`config.mk`:
```
export PLATFORM = sky130hd
export DESIGN_NAME = uart_stop_check
export DESIGN_NICKNAME = d
export VERILOG_FILES = /design/src/rtl/uart_stop_check.sv
export SDC_FILE = /design/constraint.sdc
export NUM_CORES = 1
export LEC_CHECK = 0
export CELL_PAD_IN_SITES_DETAIL_PLACEMENT = 1
export CELL_PAD_IN_SITES_GLOBAL_PLACEMENT = 2
export CORE_UTILIZATION = 40
export DETAILED_ROUTE_END_ITERATION = 7
export DONT_BUFFER_PORTS = 1
export PLACE_DENSITY = 0.91
export SYNTH_ARGS = -nofsm -noshare
export SYNTH_HDL_FRONTEND = slang
export SYNTH_SLANG_ARGS = --single-unit
export TNS_END_PERCENT = 20
```
`constraint.sdc`:
```
create_clock -name CLK -period 6.4 [get_ports CLK]
set_input_delay 1.28 -clock CLK [delete_from_list [all_inputs] [get_ports CLK]]
set_output_delay 1.28 -clock CLK [all_outputs]
set_load 0.005 [all_outputs]
```
`src/rtl/uart_stop_check.sv`:
```
// Stop-field checker for the UART receiver: 3-sample majority vote per stop bit,
// 1 or 2 stop bits, break detection and a saturating stop-error counter.
module uart_stop_check #(
  parameter int PRESCALE_W = 6,
  parameter int CNT_W      = 8
) (
  input  logic                  CLK,
  input  logic                  RST,
  input  logic                  stp_chk_en,
  input  logic                  stp_num,
  input  logic [PRESCALE_W-1:0] prescale,
  input  logic [PRESCALE_W-1:0] edge_cnt,
  input  logic                  rx_in,
  input  logic                  data_zero,
  input  logic                  err_cnt_clr,
  output logic                  stp_err,
  output logic                  stp_done,
  output logic                  brk_det,
  output logic [CNT_W-1:0]      err_cnt
);

  typedef enum logic [1:0] {IDLE, CHECK, DONE} state_t;

  state_t state_reg, state_next;

  logic [PRESCALE_W-1:0] ps_reg, ps_next;
  logic                  num_reg, num_next;
  logic                  bit_idx_reg, bit_idx_next;
  logic                  s0_reg, s0_next;
  logic                  s1_reg, s1_next;
  logic                  err_reg, err_next;
  logic                  az_reg, az_next;
  logic                  done_reg, done_next;
  logic                  brk_reg, brk_next;
  logic [CNT_W-1:0]      cnt_reg, cnt_next;

  logic [PRESCALE_W-1:0] mid;
  logic at_s0, at_s1, at_vote, at_end, last_bit;
  logic vote, in_check, start, err_final, az_final, brk_final;

  assign mid      = ps_reg >> 1;
  assign at_s0    = (edge_cnt == mid - PRESCALE_W'(1));
  assign at_s1    = (edge_cnt == mid);
  assign at_vote  = (edge_cnt == mid + PRESCALE_W'(1));
  assign at_end   = (edge_cnt == ps_reg - PRESCALE_W'(1));
  assign last_bit = (bit_idx_reg == num_reg);
  assign vote     = (s0_reg & s1_reg) | (s0_reg & rx_in) | (s1_reg & rx_in);
  assign in_check = (state_reg == CHECK);

  // A new frame may also start straight out of DONE when the next stop field follows immediately.
  assign start = stp_chk_en &&
                 ((state_reg == IDLE) || ((state_reg == DONE) && (edge_cnt == '0)));

  // The vote may land on the same edge as the bit end (prescale = 4), so fold it in here.
  assign err_final = err_reg | (at_vote & ~vote);
  assign az_final  = az_reg & ~(at_vote & vote);
  assign brk_final = az_final & data_zero;

  always_ff @(posedge CLK or negedge RST) begin
    if (!RST) begin
      state_reg <= IDLE;
    end else begin
      state_reg <= state_next;
    end
  end

  always_comb begin
    state_next = state_reg;
    case (state_reg)
      IDLE:    if (stp_chk_en) state_next = CHECK;
      CHECK: begin
        if (!stp_chk_en)          state_next = IDLE;
        else if (at_end && last_bit) state_next = DONE;
      end
      DONE:    state_next = start ? CHECK : IDLE;
      default: state_next = IDLE;
    endcase
  end

  always_comb begin
    ps_next      = ps_reg;
    num_next     = num_reg;
    bit_idx_next = bit_idx_reg;
    s0_next      = s0_reg;
    s1_next      = s1_reg;
    err_next     = err_reg;
    az_next      = az_reg;
    done_next    = 1'b0;
    brk_next     = 1'b0;
    cnt_next     = cnt_reg;

    if (start) begin
      ps_next      = prescale;
      num_next     = stp_num;
      bit_idx_next = 1'b0;
      err_next     = 1'b0;
      az_next      = 1'b1;
    end

    if (in_check) begin
      if (!stp_chk_en) begin
        err_next     = 1'b0;
        bit_idx_next = 1'b0;
      end else begin
        if (at_s0) s0_next = rx_in;
        if (at_s1) s1_next = rx_in;
        err_next = err_final;
        az_next  = az_final;
        if (at_end) begin
          if (last_bit) begin
            done_next = 1'b1;
            brk_next  = brk_final;
            if (err_final && !brk_final && (cnt_reg != {CNT_W{1'b1}}))
              cnt_next = cnt_reg + CNT_W'(1);
          end else begin
            bit_idx_next = 1'b1;
          end
        end
      end
    end

    if (err_cnt_clr) cnt_next = '0;
  end

  always_ff @(posedge CLK or negedge RST) begin
    if (!RST) begin
      ps_reg      <= '0;
      num_reg     <= 1'b0;
      bit_idx_reg <= 1'b0;
      s0_reg      <= 1'b0;
      s1_reg      <= 1'b0;
      err_reg     <= 1'b0;
      az_reg      <= 1'b0;
      done_reg    <= 1'b0;
      brk_reg     <= 1'b0;
      cnt_reg     <= '0;
    end else begin
      ps_reg      <= ps_next;
      num_reg     <= num_next;
      bit_idx_reg <= bit_idx_next;
      s0_reg      <= s0_next;
      s1_reg      <= s1_next;
      err_reg     <= err_next;
      az_reg      <= az_next;
      done_reg    <= done_next;
      brk_reg     <= brk_next;
      cnt_reg     <= cnt_next;
    end
  end

  assign stp_err  = err_reg;
  assign stp_done = done_reg;
  assign brk_det  = brk_reg;
  assign err_cnt  = cnt_reg;

endmodule

```
## After elaboration in Yosys (flattened, before gate mapping)

Cells that the tools add are included.

| cells by class | value |
|---|---|
| add/subtract/negate cells | 4 |
| equal/unequal tests | 10 |
| mux-type cells | 30 |
| bitwise logic cells | 12 |
| reductions and logical operators | 19 |

Operators with widths:

| operator | count |
|---|---|
| $mux W8 | 6 |
| $mux W1 | 20 |
| $eq A6 B6 Y1 | 3 |
| $reduce_bool A2 Y1 | 6 |
| $add A8 B1 Y8 const B | 1 |
| $ne A8 B8 Y1 const B | 1 |
| $and A1 B1 Y1 | 7 |
| $add A5 B1 Y6 const B | 1 |
| $eq A6 B5 Y1 | 1 |
| $logic_not A6 Y1 | 1 |
| $mux W2 | 3 |
| $pmux W2 S3 | 1 |
| $reduce_and A3 Y1 | 2 |
| $sub A5 B1 Y6 const B | 1 |
| $sub A6 B1 Y6 const B | 1 |
| $logic_and A1 B1 Y1 | 5 |
| $reduce_and A5 Y1 | 1 |
| $ne A3 B2 Y1 const B | 1 |
| $or A1 B1 Y1 | 3 |
| $eq A2 B1 Y1 const B | 1 |
| $eq A2 B2 Y1 const B | 1 |
| $logic_not A2 Y1 | 1 |
| $ne A2 B2 Y1 const B | 1 |
| $not A1 Y1 | 2 |
| 4 further kinds | 4 |

| storage, ports and cells | value |
|---|---|
| register bits after elaboration | 24 |
| input port bits | 19 |
| output and inout port bits | 11 |
| word-level logic and storage cells | 86 |

## Logic depth before layout (Yosys ltp)

Gate-level depths: netlist of run 1.

| depth | value |
|---|---|
| depth after elaboration | 16 |
| mapped depth | 8 |

## Worst setup path before layout of run 1

OpenSTA, ideal clock, no wires.

| timing | value |
|---|---|
| path type | input to register |
| start | input port edge_cnt[3] |
| end | register cnt_reg[4], in the netlist err_cnt[4] |
| setup time | 128 ps |
| arrival time | 2,910 ps |
| data required time | 6,272 ps |
| slack | 3,362 ps |
| cell stages on the path | 7 |
| path buffers | 1 |
| path through | buf_2 -> xnor2_1 -> xor2_1 -> nor4b_4 -> a32oi_2 -> a211oi_1 -> mux2_1 |

| on the way | value |
|---|---|
| word-level cells in the longest chain between the ends | 10 |
| elaborated cells between the ends (all ways) | 14 |

RTL lines:

| what | line | text |
|---|---|---|
| start: declaration | 12 | `input logic [PRESCALE_W-1:0] edge_cnt,` |
| $eq A6 B6 Y1 | 44 | `assign at_vote = (edge_cnt == mid + PRESCALE_W'(1));` |
| $and A1 B1 Y1 | 56 | `assign az_final = az_reg & ~(at_vote & vote);` |
| $not A1 Y1 | 56 |  |
| $and A1 B1 Y1 | 56 |  |
| $and A1 B1 Y1 | 57 | `assign brk_final = az_final & data_zero;` |
| $logic_not A1 Y1 | 113 | `if (err_final && !brk_final && (cnt_reg != {CNT_W{1'b1}}))` |
| $logic_and A1 B1 Y1 (2 in a row) | 113 |  |
| $reduce_bool A2 Y1 (no line) | - |  |
| $reduce_and A5 Y1 (no line) (*) | - |  |
| end signal: assignment | 147 | `cnt_reg <= cnt_next;` |
| end: declaration | 35 | `logic [CNT_W-1:0] cnt_reg, cnt_next;` |

Every way passes the cells marked *; elsewhere a longest branch is shown, timed or not.
A chain may end at the register's enable or synchronous reset.

## Final worst setup path of run 1

| timing | value |
|---|---|
| start | input port edge_cnt[4] |
| end | register cnt_reg[0], in the netlist err_cnt[0] |

The elaborated chain is that of the path after synthesis.

==> impl_metrics.csv, run 1 <==
group,metric,value,unit
sta,post-route-period-util,46.89,%
cts,insertion_delay,0.28,ns
worst_setup_path,path_class,"in2reg",
final_layout,final_cell_count_no_fill,228,
worst_setup_path,worstSetupEndpointType,"flop",
die,initial_core_util,42.59,%
synthesis,async_flop_share,100.0,%
worst_hold_path,hold_path_class,"reg2reg",
synthesis,synth_area,1740,sq um
synthesis,synth_top_area_share,34.51,%
worst_setup_path,reg2reg_depth,8,
drt,ant_nets,0,
cts,clk_path_buf_depth,2,
cts,cts_root_buffer,"clkbuf_8",
worst_setup_path,cp.required,6.58,ns
synthesis,syn_nets,204,
final_layout,layout_commonest_cell,"dfrtp_1",
drt,wl_per_cell,19.14,um
sta,timing.fmax,333.2,MHz
synthesis,post_synth.cell_area_avg,9.616,sq um
place,placed_cells,224,
drt,drt_iter0_drc,51,
sta,hold_ws,0.5219,ns
die,die_h,67.96,um
final_layout,n_fill_cell,470,
final_layout,num-nets-final,202,
synthesis,synth_compound_area_share,9.993,%
die,die_w,67.96,um
pwr,power.leakage,0.7376,nW
die,dieArea,4619,sq um
synthesis,syn_inst,181,
cts,clkTransAtPathRegs,0.09,ns
worst_setup_path,reg2reg_to,"err_cnt[0]$_DFFE_PN0P_",
final_layout,multiInputGateArea,1070,sq um
synthesis,synth_ff_type,"dfrtp_1",
cts,cts_setup_buffers,0,
synthesis,synth_fa_ha_area_share,3.451,%
synthesis,ys_top_cells_by_area,"dfrtp_1 35%, mux2_2 9.7%, xnor2_1 4.5%, xor2_1 4.5%, nor2_1 3.7%",
synthesis,yosysWarnings,0,
pwr,p_per_area,276.4,nW/um^2
global_routing,grt_util_all_layers,21.21,%
sta,maxSlewViolCount,0,
sta,final-hold-violation-count,0,
worst_hold_path,hold_depth,1,
drt,via_per_inst,5.912,
cts,tritoncts,"yes",
synthesis,synth_top_family_by_area,"simple AND/OR/NAND/NOR gates",
worst_hold_path,hold_end,"s1_reg$_DFFE_PN0P_",
place,portBuffers,0,
job,maxCapViolCount,0,
sta,worst_slack,3.399,ns
sta,rsz0062_at_grt,"no",
worst_setup_path,r2r_slack,3.55,ns
die,io_pins,30,
cts,cts_resized,0,
worst_setup_path,setup.worst_path.start,"edge_cnt[4]",
sta,setup_tns,0,ns
cts,cts_sinks,24,
cts,ctsHoldBuffers,0,
worst_hold_path,worstHoldStart,"s1_reg$_DFFE_PN0P_",
synthesis,ys_types,46,
global_routing,antenna_found_initial,0,
status,status,"complete, no violations",
worst_setup_path,crit_arrival,3.18,ns
place,hpwl,3238,um
place,pre_cts_ws,3.116,ns
synthesis,ys_seq_elements,24,
final_layout,drive_above_1_share,14.61,%
worst_setup_path,worst_setup_path_start_kind,"input pin",
synthesis,synthSimpleGateAreaFrac,26.74,%
sta,setup_viol,0,
worst_setup_path,critPathMaxFanout,7,
sta,skew,0.003533,ns
global_routing,grt_max_degree,25,
drt,drc,0,
sta,fin_crit,3.001,ns
die,fp.coreArea,4086,sq um
place,gp_congestion,0.8758,
cts,cts_inserted_buffers,3,
synthesis,yosysSeqAreaShare,34.51,%
synthesis,synth_mux_area_share,12.22,%
synthesis,synth_edf_count,0,
pwr,power,0.5004,mW
die,rows,23,
worst_setup_path,r2r-start,"ps_reg[2]$_DFFE_PN0P_",
cts,h-tree-depth,1,
global_routing,grt_pass1_vias,1446,
drt,routed-via-count,1348,
sta,worst_pin_slew,0.5470,ns
global_routing,grt_first_pass_wirelength,7100,um
sta,maxSlewHeadroom,63.42,%
pwr,peakVddDrop,0.1084,mV
global_routing,grt_remaining_overflow,0,
synthesis,yosysTopAreaCell,"dfrtp_1",
drt,wirelength,4364,um
synthesis,post_synth_xor_area_fraction,9.058,%
final_layout,area_growth,4.026,%
drt,drt_first_pass_iters,4,
final_layout,final-seq-area,600.6,sq um
final_layout,mostFrequentLayoutCells,"24 x dfrtp_1, 17 x nor2_1, 15 x mux2_2",
final_layout,antenna_cells,0,
final_layout,largest_reg_flops,8,
[cell usage after synthesis (2+ instances only)]
cell      instances
and3_1            3
nand2b_1          3
buf_2             2
nand4_1           5
o22ai_1           2
nand3b_1          2
nand3_1           7
xnor2_1           9
clkbuf_1          2
nand2_1          11
o21ai_0           5
nor2b_1           9
inv_1             6
a211oi_1          2
nor4_1            2
ha_1              4
mux2_2           15
xor2_1            9
mux2_1            3
a21oi_1           9
nor2_1           17
and3b_1           2
nor3_1            4
nor4b_4           2
buf_6             2
dfrtp_1          24
[worst max path at each step]
stage / endpoint / slack (ns) / cells after the start
after floorplan: err_cnt[4]$_DFFE_PN0P_ / 3.36 / 7
after global placement: err_cnt[0]$_DFFE_PN0P_ / 3.20 / 6
after detailed placement: err_cnt[0]$_DFFE_PN0P_ / 3.12 / 6
after CTS: err_cnt[0]$_DFFE_PN0P_ / 3.39 / 6
after global routing: err_cnt[0]$_DFFE_PN0P_ / 3.23 / 6
final: err_cnt[0]$_DFFE_PN0P_ / 3.40 / 6
[area by class of cell]
type	instances	area share, %
clock buffers	4	3.041
well taps	50	3.455
inverters	6	1.244
multi-input cells	144	59.09
flip-flops and latches	24	33.17
[critical path, cell delays in order]
cell,delay [ns]
xnor2_1,0.34
o21ai_0,0.16
o22ai_1,0.42
a32oi_2,0.29
a21oi_1,0.34
mux2_1,0.35
[per-stage QoR]
| stage | util (%) | instance area (sq um) |
|---|---|---|
| after floorplan | - | 1740 |
| after global placement | 42.96 | 1755 |
| after detailed placement | 42.96 | 1755 |
| after CTS | 44.31 | 1810 |
| after global routing | 44.31 | 1810 |
| final | 44.31 | 1810 |
[routing by layer]
layer / up-vias / global-route usage [%] / share of wire, %
li1: 640 / - / -
met1: 666 / 25.51 / 43
met2: 37 / 36.64 / 50
met3: 5 / 4.500 / 5.4
met4: 0 / 8.073 / 1.6
met5: - / 0 / 0
[kinds of logic (layout without fill, tap and decap cells)]
family | after synthesis | in the layout
flops | 24 | 24
buf+inv | 13 | 10
mux | 19 | 19
simple gates | 76 | 76
xor+xnor | 18 | 18
compound gates | 26 | 26
fa+ha+maj | 5 | 5
[power breakdown]
group | switching (mW) | internal, mW
Sequential | 0.0414 | 0.171
Clock | 0.0557 | 0.0553
Combinational | 0.0934 | 0.0835
Total | 0.190 | 0.310
(Power assumes the default switching activity.)
==> run 2: changes to the inputs <==
--- a/config.mk
+++ b/config.mk
@@ -7,10 +7,10 @@
 export LEC_CHECK = 0
 export CELL_PAD_IN_SITES_DETAIL_PLACEMENT = 1
 export CELL_PAD_IN_SITES_GLOBAL_PLACEMENT = 2
-export CORE_UTILIZATION = 40
+export CORE_UTILIZATION = 39
 export DETAILED_ROUTE_END_ITERATION = 7
 export DONT_BUFFER_PORTS = 1
-export PLACE_DENSITY = 0.91
+export PLACE_DENSITY = 0.9
 export SYNTH_ARGS = -nofsm -noshare
 export SYNTH_HDL_FRONTEND = slang
 export SYNTH_SLANG_ARGS = --single-unit
==> constraint.sdc (replaced) <==
create_clock -name CLK -period 2.9 [get_ports CLK]
set_input_delay 0.58 -clock CLK [delete_from_list [all_inputs] [get_ports CLK]]
set_output_delay 0.58 -clock CLK [all_outputs]
set_load 0.005 [all_outputs]
==> run 2 against run 1 <==
Combinational power grew 130%. Register-to-register slack lost 3.3 ns. Final cell count grew 0.88%. First-iteration DRC count grew 88%. Clock power grew 110%. Routed wire length grew 1.3%. Total power grew 120%. Critical path type is now reg2reg. Critical endpoint is now err_cnt[5]$_DFFE_PN0P_. Largest power group unchanged.
==> impl_metrics.csv, run 2 (synthesized netlist as in run 1, its figures left out) <==
group,metric,value,unit
status,status,"complete, no violations",
pwr,peakVddDrop,0.2507,mV
sta,final-hold-violation-count,0,
sta,maxSlewHeadroom,26.41,%
sta,fin_crit,2.652,ns
worst_setup_path,path_class,"reg2reg",
global_routing,grt_remaining_overflow,0,
die,die_h,68.80,um
drt,drt_iter0_drc,96,
drt,wl_per_cell,19.21,um
global_routing,grt_pass1_vias,1531,
cts,cts_sinks,24,
cts,tritoncts,"yes",
global_routing,grt_first_pass_wirelength,7203,um
drt,drc,0,
place,hpwl,3429,um
sta,maxSlewViolCount,0,
sta,setup_viol,0,
sta,setup_tns,0,ns
sta,timing.fmax,377.1,MHz
final_layout,area_growth,5.032,%
cts,clkTransAtPathRegs,0.09,ns
final_layout,fin_util,44.11,%
place,portBuffers,0,
global_routing,grt_max_degree,25,
final_layout,antenna_cells,0,
drt,drt_first_pass_iters,4,
cts,clk_path_buf_depth,2,
worst_setup_path,cp.required,3.06,ns
drt,wirelength,4419,um
cts,cts_root_buffer,"clkbuf_8",
die,initial_core_util,42.00,%
final_layout,n_fill_cell,495,
worst_setup_path,critPathMaxFanout,8,
final_layout,largest_reg_flops,8,
worst_setup_path,worst_setup_path_start_kind,"flop",
die,rows,23,
final_layout,multiInputGateArea,1070,sq um
die,io_pins,30,
cts,ctsHoldBuffers,1,
place,placed_cells,225,
global_routing,antenna_found_initial,0,
cts,cts_setup_buffers,0,
drt,routed-via-count,1392,
sta,rsz0062_at_grt,"no",
cts,cts_resized,0,
die,die_w,68.80,um
sta,skew,0.003652,ns
pwr,power.leakage,0.7462,nW
worst_setup_path,setup.worst_path.start,"ps_reg[2]$_DFFE_PN0P_",
pwr,p_per_area,600.2,nW/um^2
worst_setup_path,worstSetupEndpointType,"flop",
cts,cts_inserted_buffers,3,
worst_setup_path,r2r-start,"ps_reg[2]$_DFFE_PN0P_",
drt,via_per_inst,6.052,
final_layout,num-nets-final,204,
final_layout,mostFrequentLayoutCells,"24 x dfrtp_1, 17 x nor2_1, 15 x mux2_2",
worst_hold_path,worstHoldStart,"stp_chk_en",
die,dieArea,4733,sq um
final_layout,drive_above_1_share,15.00,%
sta,worst_pin_slew,1.100,ns
final_layout,final_cell_count_no_fill,230,
sta,post-route-period-util,91.45,%
cts,h-tree-depth,1,
worst_hold_path,hold_path_class,"in2reg",
cts,insertion_delay,0.27,ns
global_routing,grt_util_all_layers,20.83,%
die,fp.coreArea,4144,sq um
final_layout,final-seq-area,600.6,sq um
drt,ant_nets,0,
worst_setup_path,crit_arrival,2.81,ns
job,maxCapViolCount,0,
place,gp_congestion,0.8051,
final_layout,layout_commonest_cell,"dfrtp_1",
==> run 2: layout make-up <==
cell class / instances / area share (%)
clock buffers: 4 / 3.012
multi-input cells: 144 / 58.52
flip-flops and latches: 24 / 32.85
well taps: 50 / 3.422
inverters: 6 / 1.232
repair buffers: 2 / 0.9582
==> run 2: report_power, final <==
part,switching [mW],internal [mW]
clock,0.113,0.122
combinational,0.213,0.188
sequential,0.0844,0.378
==> run 2: path summary, 6_finish.rpt <==
path / slack [ns] / end / depth (start not counted)
setup / recovery: 0.25 / err_cnt[5]$_DFFE_PN0P_ / 8
hold / removal: 0.44 / bit_idx_reg$_DFF_PN0_ / 1
setup reg to reg: 0.25 / err_cnt[5]$_DFFE_PN0P_ / 8
hold reg to reg: 0.52 / s1_reg$_DFFE_PN0P_ / 1
max in group asynchronous: 1.29 / ps_reg[0]$_DFFE_PN0P_ / 1
min in group asynchronous: 0.96 / err_cnt[2]$_DFFE_PN0P_ / 1
==> run 2: critical path, stage by stage, from the launching register on <==
cell and delay (ns):
dfrtp_1 0.48, inv_1 0.10, ha_1 0.29, xnor2_1 0.20, nand2_1 0.13, nor4b_4 0.39, a32oi_2 0.26, a211oi_1 0.34
mux2_1 0.36
==> run 2: routing by layer <==
| layer | up-vias | GRT usage [%] | wire length [um] |
|---|---|---|---|
| li1 | 646 | - | - |
| met1 | 710 | 24.18 | 1806 |
| met2 | 25 | 37.75 | 2353 |
| met3 | 11 | 3.289 | 167 |
| met4 | 0 | 8.673 | 91 |
| met5 | - | 0 | 0 |
==> run 2: stage by stage <==
stage	area (sq um)	total power, mW	setup slack (ns)	hold slack [ns]
after floorplan	1740	0.7990	0.5588	0.2844
after global placement	1763	0.8340	0.3984	0.2851
after detailed placement	1763	0.8627	0.2798	0.2849
after CTS	1828	1.105	0.2627	0.4470
after global routing	1828	1.159	0.06664	0.4433
final	1828	1.097	0.2481	0.4442
